[src/rtl/ex_bu_pipe.sv]
// Branch-unit execute pipe: one operand stage (S1) resolving branches, followed by
// a DEPTH-entry result FIFO that feeds writeback.
module ex_bu_pipe #(
    parameter int XLEN   = 32,
    parameter int PTAG_W = 6,
    parameter int CW_W   = 4,
    parameter int OP_W   = 6,
    parameter int DEPTH  = 4
) (
    input  logic              clk,
    input  logic              rst_n,
    input  logic              flush,
    input  logic              EX_en,
    output logic              EX_ready,
    input  logic [OP_W-1:0]   EX_Operation,
    input  logic [XLEN-1:0]   EX_imm,
    input  logic [XLEN-1:0]   EX_Src1,
    input  logic [XLEN-1:0]   EX_Src2,
    input  logic [XLEN-1:0]   EX_PC,
    input  logic [XLEN-1:0]   EX_Pred_PC,
    input  logic [PTAG_W-1:0] EX_Phydst,
    input  logic [CW_W-1:0]   EX_Commit_Window,
    output logic              WB_valid,
    input  logic              WB_ready,
    output logic              WB_Branch,
    output logic              WB_Reserve,
    output logic              WB_Mispredict,
    output logic [XLEN-1:0]   WB_Branch_PC,
    output logic [XLEN-1:0]   WB_Reserve_PC,
    output logic [PTAG_W-1:0] WB_Phydst,
    output logic [CW_W-1:0]   WB_Commit_Window
);
    localparam int PTR_W = $clog2(DEPTH);
    localparam int CNT_W = PTR_W + 1;

    typedef enum logic [OP_W-1:0] {
        OP_NOP  = OP_W'(0),  OP_BEQ  = OP_W'(1),  OP_BNE  = OP_W'(2),
        OP_BLEZ = OP_W'(3),  OP_BGTZ = OP_W'(4),  OP_BLTZ = OP_W'(5),
        OP_BGEZ = OP_W'(6),  OP_J    = OP_W'(7),  OP_JAL  = OP_W'(8),
        OP_JR   = OP_W'(9),  OP_JALR = OP_W'(10)
    } op_e;

    typedef struct packed {
        logic              branch;
        logic              reserve;
        logic              mispredict;
        logic [XLEN-1:0]   branch_pc;
        logic [XLEN-1:0]   reserve_pc;
        logic [PTAG_W-1:0] phydst;
        logic [CW_W-1:0]   cw;
    } res_t;

    logic              s1_valid;
    logic [OP_W-1:0]   s1_op;
    logic [XLEN-1:0]   s1_imm, s1_src1, s1_src2, s1_pc, s1_pred;
    logic [PTAG_W-1:0] s1_phydst;
    logic [CW_W-1:0]   s1_cw;

    res_t              mem [DEPTH];
    logic [PTR_W-1:0]  wr_ptr, rd_ptr;
    logic [CNT_W-1:0]  count;
    logic [CNT_W:0]    occupancy;

    logic              issue, push, pop;
    logic              taken, link, src1_neg, src1_zero;
    logic [XLEN-1:0]   pc4, pc8, br_tgt, j_tgt, tgt, next_pc;
    res_t              res;

    // S1 is counted as occupied so its unconditional push always finds room
    assign occupancy = {1'b0, count} + {{CNT_W{1'b0}}, s1_valid};
    assign EX_ready  = (occupancy < (CNT_W + 1)'(DEPTH));
    assign issue     = EX_en && EX_ready;
    assign push      = s1_valid;
    assign pop       = (count != '0) && WB_ready;

    assign pc4       = s1_pc + XLEN'(4);
    assign pc8       = s1_pc + XLEN'(8);
    assign br_tgt    = pc4 + (s1_imm << 2);
    assign j_tgt     = {pc4[XLEN-1:28], s1_imm[25:0], 2'b00};
    assign src1_neg  = s1_src1[XLEN-1];
    assign src1_zero = (s1_src1 == '0);

    always_comb begin
        taken = 1'b0;
        link  = 1'b0;
        tgt   = br_tgt;
        case (s1_op)
            OP_BEQ:  taken = (s1_src1 == s1_src2);
            OP_BNE:  taken = (s1_src1 != s1_src2);
            OP_BLEZ: taken = src1_neg || src1_zero;
            OP_BGTZ: taken = !src1_neg && !src1_zero;
            OP_BLTZ: taken = src1_neg;
            OP_BGEZ: taken = !src1_neg;
            OP_J:    begin taken = 1'b1; tgt = j_tgt; end
            OP_JAL:  begin taken = 1'b1; tgt = j_tgt; link = 1'b1; end
            OP_JR:   begin taken = 1'b1; tgt = s1_src1; end
            OP_JALR: begin taken = 1'b1; tgt = s1_src1; link = 1'b1; end
            default: ;
        endcase
        next_pc        = taken ? tgt : pc8;
        res.branch     = taken;
        res.reserve    = link;
        res.mispredict = (next_pc != s1_pred);
        res.branch_pc  = next_pc;
        res.reserve_pc = pc8;
        res.phydst     = s1_phydst;
        res.cw         = s1_cw;
    end

    always_ff @(posedge clk or negedge rst_n) begin
        if (!rst_n) begin
            s1_valid  <= 1'b0;
            s1_op     <= '0;
            s1_imm    <= '0;
            s1_src1   <= '0;
            s1_src2   <= '0;
            s1_pc     <= '0;
            s1_pred   <= '0;
            s1_phydst <= '0;
            s1_cw     <= '0;
            wr_ptr    <= '0;
            rd_ptr    <= '0;
            count     <= '0;
            for (int unsigned i = 0; i < DEPTH; i++) mem[i] <= '0;
        end else if (flush) begin
            s1_valid <= 1'b0;
            wr_ptr   <= '0;
            rd_ptr   <= '0;
            count    <= '0;
        end else begin
            s1_valid <= issue;
            if (issue) begin
                s1_op     <= EX_Operation;
                s1_imm    <= EX_imm;
                s1_src1   <= EX_Src1;
                s1_src2   <= EX_Src2;
                s1_pc     <= EX_PC;
                s1_pred   <= EX_Pred_PC;
                s1_phydst <= EX_Phydst;
                s1_cw     <= EX_Commit_Window;
            end
            if (push) begin
                mem[wr_ptr] <= res;
                wr_ptr      <= wr_ptr + PTR_W'(1);
            end
            if (pop) rd_ptr <= rd_ptr + PTR_W'(1);
            case ({push, pop})
                2'b10:   count <= count + CNT_W'(1);
                2'b01:   count <= count - CNT_W'(1);
                default: ;
            endcase
        end
    end

    assign WB_valid         = (count != '0);
    assign WB_Branch        = mem[rd_ptr].branch;
    assign WB_Reserve       = mem[rd_ptr].reserve;
    assign WB_Mispredict    = mem[rd_ptr].mispredict;
    assign WB_Branch_PC     = mem[rd_ptr].branch_pc;
    assign WB_Reserve_PC    = mem[rd_ptr].reserve_pc;
    assign WB_Phydst        = mem[rd_ptr].phydst;
    assign WB_Commit_Window = mem[rd_ptr].cw;
endmodule

[config.mk]
export PLATFORM = sky130hd
export DESIGN_NAME = ex_bu_pipe
export DESIGN_NICKNAME = d
export VERILOG_FILES = /design/src/rtl/ex_bu_pipe.sv
export SDC_FILE = /design/constraint.sdc
export NUM_CORES = 1
export LEC_CHECK = 0
export BUFFER_PORTS_ARGS = -buffer_cell sky130_fd_sc_hd__clkbuf_2
export CAP_MARGIN = 20
export CORE_ASPECT_RATIO = 0.7
export CORE_MARGIN = 1.5
export CORE_UTILIZATION = 30
export CTS_BUF_LIST = sky130_fd_sc_hd__clkbuf_4
export CTS_CLUSTER_DIAMETER = 40
export DETAILED_ROUTE_END_ITERATION = 7
export MAX_ROUTING_LAYER = met4
export PLACE_DENSITY = 0.44
export SYNTH_ARGS = -nofsm -noshare
export SYNTH_HDL_FRONTEND = slang
export SYNTH_SLANG_ARGS = --single-unit
[constraint.sdc]
create_clock -name clk -period 9.2 [get_ports clk]
set_input_delay 1.38 -clock clk [delete_from_list [all_inputs] [get_ports clk]]
set_output_delay 1.38 -clock clk [all_outputs]
set_load 0.1 [all_outputs]
==> results of run 1 <==
[cells in the mapped netlist, types with 21 or more instances]
| master | n | share of area |
|---|---|---|
| a21oi_1 | 49 | 0.0099 |
| clkbuf_1 | 140 | 0.021 |
| dfrtp_1 | 490 | 0.49 |
| ha_1 | 35 | 0.018 |
| inv_1 | 25 | 0.0038 |
| mux2_2 | 66 | 0.030 |
| mux4_2 | 77 | 0.070 |
| nand2_1 | 847 | 0.13 |
| nand3_1 | 43 | 0.0087 |
| nand4_1 | 32 | 0.0081 |
| nor2_1 | 64 | 0.0097 |
| nor3_1 | 24 | 0.0048 |
| nor4_1 | 21 | 0.0053 |
| o21ai_0 | 294 | 0.059 |
| xnor2_1 | 51 | 0.018 |
| xor2_1 | 76 | 0.027 |
[per-stage QoR]
| step | worst slack, ns | util | total power [uW] | area, um2 |
|---|---|---|---|---|
| final | 2.98 | 0.350 | 11900 | 28700 |
| after global routing | 2.65 | 0.350 | 12600 | 28700 |
| after CTS | 3.06 | 0.349 | 12000 | 28700 |
| after detailed placement | 3.10 | 0.329 | 9910 | 27100 |
| after global placement | 3.21 | 0.329 | 9830 | 27100 |
| after floorplan | 4.67 | - | 8050 | 24800 |
[worst register-to-register path, stage by stage, from the launching register on]
cell and delay, ns:
dfrtp_1 0.58, ha_1 0.41, nand2_1 0.22, or4_1 0.73, nor2_1 0.19, xor2_1 0.10, ha_1 0.53, a21oi_1 0.16
o21ai_0 0.66, nand2_1 0.16, a311oi_1 0.38, nor3_1 0.16, o41ai_4 0.53, nor2_1 0.07, a2111oi_0 0.48, nand4_1 0.31
nor4_4 0.30, a21oi_1 0.11
[power by group]
part / switching (uW) / leakage, uW / internal (uW) / total, uW
clock: 957 / 0.000970 / 1020 / 1980
sequential: 830 / 0.00637 / 2880 / 3710
combinational: 4430 / 0.00623 / 1740 / 6160
[state kept, by name, indices dropped and copies added (netlist names), 4 cells and up]
| signal | flops |
|---|---|
| mem | 308 |
| s1_pc | 32 |
| s1_pred | 32 |
| s1_src1 | 32 |
| s1_src2 | 32 |
| s1_imm | 30 |
| s1_op | 6 |
| s1_phydst | 6 |
| s1_cw | 4 |
[logic make-up after synthesis]
group                      synth area share
DFF                                   0.494
AOI/OAI and AO/OA                     0.118
and+or+nand+nor                       0.189
adders and majority gates            0.0192
buffers and inverters                0.0315
muxes                                 0.102
xor gates and xnor gates             0.0458
[area by class of cell]
class | count | area (um2)
antenna | 5 | 12.5
clock buffer | 189 | 1420
clock inverter | 29 | 211
fill | 8564 | 53400
inverter | 25 | 98.8
multi-input combinational | 1907 | 11900
sequential | 490 | 12300
tap | 1080 | 1350
timing repair buffer | 282 | 1500
[worst max path at each step]
stage	from	end	slack (ns)
floorplan	s1_pc[3]$_DFFE_PN0P_	mem[151]$_DFFE_PN0P_	4.67
global placement	s1_pc[2]$_DFFE_PN0P_	mem[151]$_DFFE_PN0P_	3.21
detailed placement	s1_pc[2]$_DFFE_PN0P_	mem[151]$_DFFE_PN0P_	3.10
CTS	s1_pc[2]$_DFFE_PN0P_	mem[151]$_DFFE_PN0P_	3.06
global route	s1_pc[3]$_DFFE_PN0P_	mem[151]$_DFFE_PN0P_	2.65
finish	s1_pc[3]$_DFFE_PN0P_	mem[305]$_DFFE_PN0P_	2.98
[per-layer routing]
metal	routed length (um)	vias to the layer above
met5	0	-
met4	1620	0
li1	-	9525
met2	38000	610
met3	5620	138
met1	42600	10100
==> flow_summary.ini, run 1 <==
[outcome]
status = completed

[sta]
slew_violations = 0
grt_setup_unrepaired = no
fin_tns_setup_ns = 0
clock-skew-final_ns = 0.0443
setup_viol = 0
timing.final.crit_share = 0.676
tightest_slew_ns = 1.20
holdWs_ns = 0.386
period_needed_ns = 6.22
hold_viol = 0
fmax_mhz = 161
slew_headroom = 0.194

[place]
io_buffer_count = 257
hpwlAfterDp_um = 61600
gp_congestion = 0.874
dp_cells = 3783

[grt]
use_met1 = 0.307
grt.total_usage = 0.215
grt_max_degree = 148
antenna_found_initial = 4
first_global_vias = 20300
grt_util_met2 = 0.304
gr-max-usage-layer = met1
grtUsageMet3 = 0.0489
overflow = 0
grt_pass1_wl_um = 132000

[clock_tree]
cts_tree = done
clkLatencyLatePin_ns = 1.01
root_buffer = clkbuf_4
cts_hold_buf = 0
clk_path_buf_depth = 3
cts_max_level = 4
path_clk_slew_ns = 0.07
clock-sinks = 490
cts_setup_buffers = 0
postCtsResizedCells = 0
cts_buffers = 134

[critical_path]
r2r_slack_ns = 2.98
start_kind = flip-flop
r2r-start = s1_pc[3]$_DFFE_PN0P_
crit_path_end_kind = flip-flop
worstSetupPathType = flip-flop to flip-flop
path_cells = ha_1, nand2_1, or4_1, nor2_1, xor2_1, ha_1, a21oi_1, o21ai_0, nand2_1, a311oi_1, nor3_1, o41ai_4, nor2_1, a2111oi_0, nand4_1, nor4_4, a21oi_1
slowest_delay_ns = 0.73
critPathArrivalTime_ns = 7.07
slowest_stage = or4_1
rr_worst_depth = 17
worst-path-stages = 17
crit_buf_inv = 0
worstPathRequired_ns = 10.05
cpLargestDelayFamily = compound AO/OA/AOI/OAI gates
timing.rr.end = mem[305]$_DFFE_PN0P_
cp_max_fo = 11

[yosys]
ys_warn_count = 0
synth.net_count = 2813
synth-edff-count = 0
ys_seq_elements = 490
async_flop_share = 1.00
syn_area_per_cell_um2 = 9.57
netlist_instances = 2595
syn_area_um2 = 24800
synth_ff_type = dfrtp_1
ys_seq_area_frac = 0.494
yosysUniqueCellTypes = 79

[route]
vias = 20400
wire_per_inst_um = 21.9
drtIter0Drc = 1567
wirelength_um = 87800
drtPass1Iterations = 5
vias_per_cell = 5.09
drc_errors = 0
ant_nets = 0

[floorplan]
chipHeight_um = 244
design.core.area_um2 = 82100
floorplan.initialDensity = 0.302
io_pins = 260
rows = 88
die-area_um2 = 84500
die_width_um = 347

[power]
p_per_area_nw_per_um2 = 413
ir_drop_mv = 0.365
p_leak_uw = 0.0136

[cells_and_area]
finalNonFillerCells = 4007
layout_commonest_cell = nand2_1
final_cell_mix = nand2_1, dfrtp_1, o21ai_0
nets = 3058
drive_gt1_frac = 0.224
syn_to_final_growth_pct = 15.6

[run]
drv_cap = 0

[hold_path]
min_path_type = input pin to async pin
No activity file was read; power rests on OpenSTA's default activity.
==> inputs of run 2 (changes only) <==
--- a/config.mk
+++ b/config.mk
@@ -5,6 +5,7 @@
 export SDC_FILE = /design/constraint.sdc
 export NUM_CORES = 1
 export LEC_CHECK = 0
+export ABC_AREA = 1
 export BUFFER_PORTS_ARGS = -buffer_cell sky130_fd_sc_hd__clkbuf_2
 export CAP_MARGIN = 20
 export CORE_ASPECT_RATIO = 0.7
==> constraint.sdc (replaced) <==
create_clock -name clk -period 5.83 [get_ports clk]
set_input_delay 0.8745 -clock clk [delete_from_list [all_inputs] [get_ports clk]]
set_output_delay 0.8745 -clock clk [all_outputs]
set_load 0.1 [all_outputs]
==> run 2 against run 1 <==
  * Critical path depth rose by 13
  * Register-to-register slack got worse by 2.1 ns
  * Cell count rose by 29%
  * Total power rose by 58%
  * Sequential share of layout area fell by 3.6 points
  * Utilization rose by 2.1 points
  * Setup slack got worse by 2.1 ns
  * Critical path type unchanged
  * Critical endpoint is now mem[228]$_DFFE_PN0P_
  * Highest routed layer unchanged
==> flow_summary.ini, run 2 <==
[route]
ant_nets = 0
drtPass1Iterations = 6
drtIter0Drc = 2020
vias_per_cell = 4.74
wirelength_um = 101000
vias = 24400
drc_errors = 0
wire_per_inst_um = 19.7

[critical_path]
slowest_delay_ns = 0.54
start_kind = flip-flop
worstSetupPathType = flip-flop to flip-flop
crit_path_end_kind = flip-flop
r2r-start = s1_pc[3]$_DFFE_PN0P_
worstSetupStartpoint = s1_pc[3]$_DFFE_PN0P_
critPathArrivalTime_ns = 5.81
cpLargestDelayFamily = simple AND/OR/NAND/NOR gates
cp_max_fo = 8
slowest_stage = dfrtp_1
worstPathRequired_ns = 6.71
path_common_cell = nand2_1
crit_buf_inv = 5

[yosys]
synthTopCellsByArea = dfrtp_1, nand2_1, o21ai_0, nor2_1, inv_1
synth_ff_type = dfrtp_1
ys_seq_elements = 490
yosysUniqueCellTypes = 37
synth.net_count = 3728
ys_top_cells_by_count = nand2_1, o21ai_0, dfrtp_1, nor2_1, inv_1
synth_top_area_share = 0.477
async_flop_share = 1.00
syn_area_um2 = 25700
yosys.area.top_type = dfrtp_1
netlist_instances = 3510
synth_most_common_cell = nand2_1
ys_seq_area_frac = 0.477
syn_area_per_cell_um2 = 7.32
synth-edff-count = 0
ys_warn_count = 0

[clock_tree]
postCtsResizedCells = 0
cts_buffers = 138
path_clk_slew_ns = 0.06
clkLatencyLatePin_ns = 1.05
clock-sinks = 490
clk_path_buf_depth = 3
cts_setup_buffers = 0
cts_hold_buf = 145
cts_tree = done
root_buffer = clkbuf_4
cts_max_level = 4

[hold_path]
min_path_type = input pin to flip-flop
worstHoldStart = EX_Pred_PC[6]

[cells_and_area]
nets = 4130
drive_gt1_frac = 0.134
final_cell_mix = nand2_1, o21ai_0, dfrtp_1
regMostFlops = mem
utilization = 0.371
ff_latch_area_um2 = 12300
multi_input_area_um2 = 11800
syn_to_final_growth_pct = 21.9
largest_reg_flops = 308
fillers = 9133
layout_commonest_cell = nand2_1

[grt]
antenna_found_initial = 13
grt_max_degree = 172
overflow = 0
grt.total_usage = 0.239
first_global_vias = 23200
grt_pass1_wl_um = 150000

[sta]
tightest_slew_ns = 1.27
setup_viol = 0
slew_headroom = 0.145
fmax_mhz = 203
clock-skew-final_ns = 0.0571
grt_setup_unrepaired = no
holdWs_ns = 0.124
hold_viol = 0
period_needed_ns = 4.93
timing.final.crit_share = 0.845
slew_violations = 0
fin_tns_setup_ns = 0

[power]
sw_frac_of_total = 0.543
p_per_area_nw_per_um2 = 599
ir_drop_mv = 0.449
p_leak_uw = 0.0160
seqPwrFrac = 0.286
power.internal_uw = 8570
combPwrFrac = 0.535
p_clk_frac = 0.179
switchingPower_uw = 10200

[place]
io_buffer_count = 257
gp_congestion = 0.959
hpwlAfterDp_um = 69800

[floorplan]
io_pins = 260
rows = 89
floorplan.initialDensity = 0.304
die_width_um = 353
design.core.area_um2 = 84500
die-area_um2 = 87400
chipHeight_um = 248

[run]
drv_cap = 0

[outcome]
status = completed
## run 2: final timing paths
kind,cells after the start,slack [ns],endpoint
worst max-delay path,30,0.90,mem[228]$_DFFE_PN0P_
worst min-delay path,3,0.12,s1_pred[6]$_DFFE_PN0P_
worst max register to register,30,0.90,mem[228]$_DFFE_PN0P_
worst min register to register,2,0.48,mem[80]$_DFFE_PN0P_
max in group asynchronous,3,3.97,mem[203]$_DFFE_PN0P_
min in group asynchronous,2,0.35,s1_pc[21]$_DFFE_PN0P_
## run 2: cells by family after synthesis
| logic type | share of synthesized area |
|---|---|
| adder cells (fa/ha/maj) | 0.0186 |
| XOR/XNOR | 0.0263 |
| AND/OR/NAND/NOR | 0.279 |
| buffers and inverters | 0.0656 |
| AO/OA/AOI/OAI | 0.133 |
| flip-flops | 0.477 |
## run 2: worst min-delay path, stage by stage
cell and delay [ns]:
clkbuf_2 0.12, nand2_1 0.05, o21ai_0 0.06
## run 2: layer usage
layer | share of wire | vias to the layer above | wire [um] | track usage
li1 | - | 12100 | - | -
met1 | 0.50 | 11500 | 50500 | 0.340
met2 | 0.41 | 706 | 41200 | 0.327
met3 | 0.076 | 125 | 7740 | 0.0641
met4 | 0.020 | 0 | 1990 | 0.0682
met5 | 0 | - | 0 | -
## run 2: area by class of cell
cell class                      count  share of cell area
Sequential cell                   490               0.392
Antenna cell                        4            0.000320
Clock inverter                     36             0.00847
Clock buffer                      202              0.0484
Timing Repair Buffer              433              0.0968
Tap cell                         1137              0.0454
Inverter                          270              0.0327
Multi-Input combinational cell   2579               0.376
## run 2: stage by stage
step | power [uW] | worst slack (ns) | instance area [um2] | instances
finish | 18800 | 0.901 | 31300 | 5151
global route | 20100 | 0.561 | 31300 | 5151
CTS | 18900 | 0.911 | 31300 | 5147
detailed placement | 15300 | 1.03 | 28100 | 4764
global placement | 15300 | 1.08 | 28100 | 4763
floorplan | 12200 | 2.21 | 25700 | 3510
## run 2: power groups by stage
stage	clock, uW	sequential [uW]	combinational [uW]
after floorplan	0	5050	7200
after global placement	0	5400	9920
after detailed placement	0	5400	9930
after CTS	3480	5350	10000
after global routing	3660	5490	10900
final	3350	5360	10000
==> inputs of run 3 (changes only) <==
--- a/config.mk
+++ b/config.mk
@@ -15,7 +15,7 @@
 export CTS_CLUSTER_DIAMETER = 40
 export DETAILED_ROUTE_END_ITERATION = 7
 export MAX_ROUTING_LAYER = met4
-export PLACE_DENSITY = 0.44
+export PLACE_DENSITY = 0.46
 export SYNTH_ARGS = -nofsm -noshare
 export SYNTH_HDL_FRONTEND = slang
 export SYNTH_SLANG_ARGS = --single-unit
==> constraint.sdc (replaced) <==
create_clock -name clk -period 4.18 [get_ports clk]
set_input_delay 0.627 -clock clk [delete_from_list [all_inputs] [get_ports clk]]
set_output_delay 0.627 -clock clk [all_outputs]
set_load 0.1 [all_outputs]
==> run 3 against run 2 <==
  * Clock skew is 0.0098 ns higher
  * Utilization is 2.6 points higher
  * Setup slack worse by 0.73 ns
  * Sequential power is 38% higher
  * Worst hold slack better by 0.031 ns
  * Clock power is 39% higher
  * Non-clock buffer count is 193 higher
  * Final area is 7.1% higher
==> flow_summary.ini, run 3 (same netlist as run 2, synthesis figures left out) <==
[cells_and_area]
layout_commonest_cell = nand2_1
drive_gt1_frac = 0.196
largest_reg_flops = 308
syn_to_final_growth_pct = 30.6
utilization = 0.397
nets = 4321
final_cell_mix = nand2_1, o21ai_0, dfrtp_1
regMostFlops = mem

[critical_path]
endpoint = WB_Phydst[5]
slowest_stage = dfrtp_4
slowest_delay_ns = 0.69
crit_path_end_kind = output port
worstSetupStartpoint = rd_ptr[0]$_DFFE_PN0P_
cpLargestDelayFamily = buffers and inverters
r2r-start = s1_pc[2]$_DFFE_PN0P_
worst-path-stages = 5
critPathArrivalTime_ns = 3.38
cp_max_fo = 41
r2r_slack_ns = 0.26
crit_buf_inv = 3
worstSetupPathType = flip-flop to output port
rr_worst_depth = 29
path_cells = inv_4, buf_12, o21ai_0, o22ai_1, clkbuf_2
start_kind = flip-flop
timing.rr.end = mem[151]$_DFFE_PN0P_
worstPathRequired_ns = 3.55

[power]
combPwrFrac = 0.566
p_per_area_nw_per_um2 = 827
ir_drop_mv = 0.917
seqPwrFrac = 0.266
sw_frac_of_total = 0.526
switchingPower_uw = 14600
p_total_uw = 27800
p_clk_frac = 0.168
p_leak_uw = 0.0170
power.internal_uw = 13200

[route]
wirelength_um = 101000
drtIter0Drc = 1965
drc_errors = 0
ant_nets = 0
vias_per_cell = 4.73
vias = 25300
drtPass1Iterations = 6
wire_per_inst_um = 18.9

[run]
drv_cap = 0

[grt]
antenna_found_initial = 12
first_global_vias = 23900
grt.total_usage = 0.237
grt_pass1_wl_um = 152000
grt_max_degree = 127
overflow = 0

[floorplan]
design.core.area_um2 = 84500
rows = 89
die_width_um = 353
floorplan.initialDensity = 0.304
io_pins = 260
die-area_um2 = 87400
chipHeight_um = 248

[clock_tree]
cts_max_level = 4
clkLatencyLatePin_ns = 1.00
clk_path_buf_depth = 3
cts_buffers = 136
root_buffer = clkbuf_4
cts_tree = done
clock-sinks = 490
path_clk_slew_ns = 0.06

[outcome]
status = completed

[sta]
grt_setup_unrepaired = yes
period_needed_ns = 4.01
tightest_slew_ns = 1.13
slew_violations = 0
fmax_mhz = 249
setup_viol = 0
slew_headroom = 0.243
clock-skew-final_ns = 0.0669
hold_viol = 0
timing.final.crit_share = 0.960
fin_tns_setup_ns = 0

[place]
io_buffer_count = 257
gp_congestion = 0.971
hpwlAfterDp_um = 70900

[hold_path]
min_path_type = input pin to async pin
## run 3: changes by cell type in the layout (fill, tap and decap cells not counted), moves of 10 or more
cell | before | now
nand2_1 | 1329 | 1295
dlygate4sd3_1 | 145 | 177
nor2_2 | 4 | 27
nor2_4 | 0 | 12
buf_12 | 4 | 14
a21oi_2 | 0 | 12
nor2_1 | 281 | 246
nand2_2 | 4 | 36
ha_1 | 35 | 22
buf_4 | 27 | 176
inv_2 | 10 | 20
a21oi_1 | 38 | 26
## run 3: per-stage QoR
| stage | area (um2) | hold WS (ns) | setup slack, ns | cells |
|---|---|---|---|---|
| after floorplan | 25700 | 0.331 | 0.672 | 3510 |
| after global placement | 29400 | 0.459 | -0.00985 | 4920 |
| after detailed placement | 29400 | 0.461 | -0.0465 | 4920 |
| after CTS | 32900 | 0.0551 | 0.00161 | 5335 |
| after global routing | 33500 | 0.115 | -0.0348 | 5346 |
| final | 33600 | 0.155 | 0.168 | 5347 |
## run 3: worst min-delay path by stage
stage | startpoint | to | slack, ns | depth (start not counted)
after CTS | rst_n | s1_pc[13]$_DFFE_PN0P_ | 0.06 | 2
after global placement | mem[220]$_DFFE_PN0P_ | mem[220]$_DFFE_PN0P_ | 0.46 | 2
final | rst_n | s1_pc[13]$_DFFE_PN0P_ | 0.16 | 2
after global routing | rst_n | s1_pc[13]$_DFFE_PN0P_ | 0.12 | 2
after detailed placement | mem[155]$_DFFE_PN0P_ | mem[155]$_DFFE_PN0P_ | 0.46 | 2
after floorplan | rst_n | count[0]$_DFFE_PN0P_ | 0.33 | 0
## run 3: repair_timing
item	in CTS	in global routing
setup endpoints to repair	4	9
setup buffers	0	5
pin swaps	0	33
gates resized for setup	1	152
hold endpoints to repair	284	0
hold buffers	177	0
## run 3: power groups by stage
| stage | clock [uW] | sequential, uW | combinational [uW] |
|---|---|---|---|
| final | 4660 | 7390 | 15700 |
| after detailed placement | 0 | 7420 | 15000 |
| after global routing | 5090 | 7580 | 17000 |
| after floorplan | 0 | 7040 | 10000 |
| after global placement | 0 | 7420 | 15000 |
| after CTS | 4830 | 7350 | 15200 |
## run 3: area by class of cell
class,instances,area (um2)
diodes,7,17.5
clock buffers,198,1490
clock inverters,40,303
fillers,8974,51000
inverters,270,1020
multi-input cells,2579,12300
flip-flops and latches,490,12300
well taps,1137,1420
repair buffers,626,4690
## run 3: layer usage
metal / wire length, um / GRT usage
met1: 51200 / 0.352
met2: 41600 / 0.329
met3: 6590 / 0.0435
met4: 1700 / 0.0595
met5: 0 / -
## run 3: worst register-to-register path: cells and delay by family, from the launching register on
kind,cells,cell delay (ns)
simple gates,22,2.23
buf+inv,4,0.50
fa+ha+maj,2,0.51
flops,1,0.39
xor+xnor,1,0.15
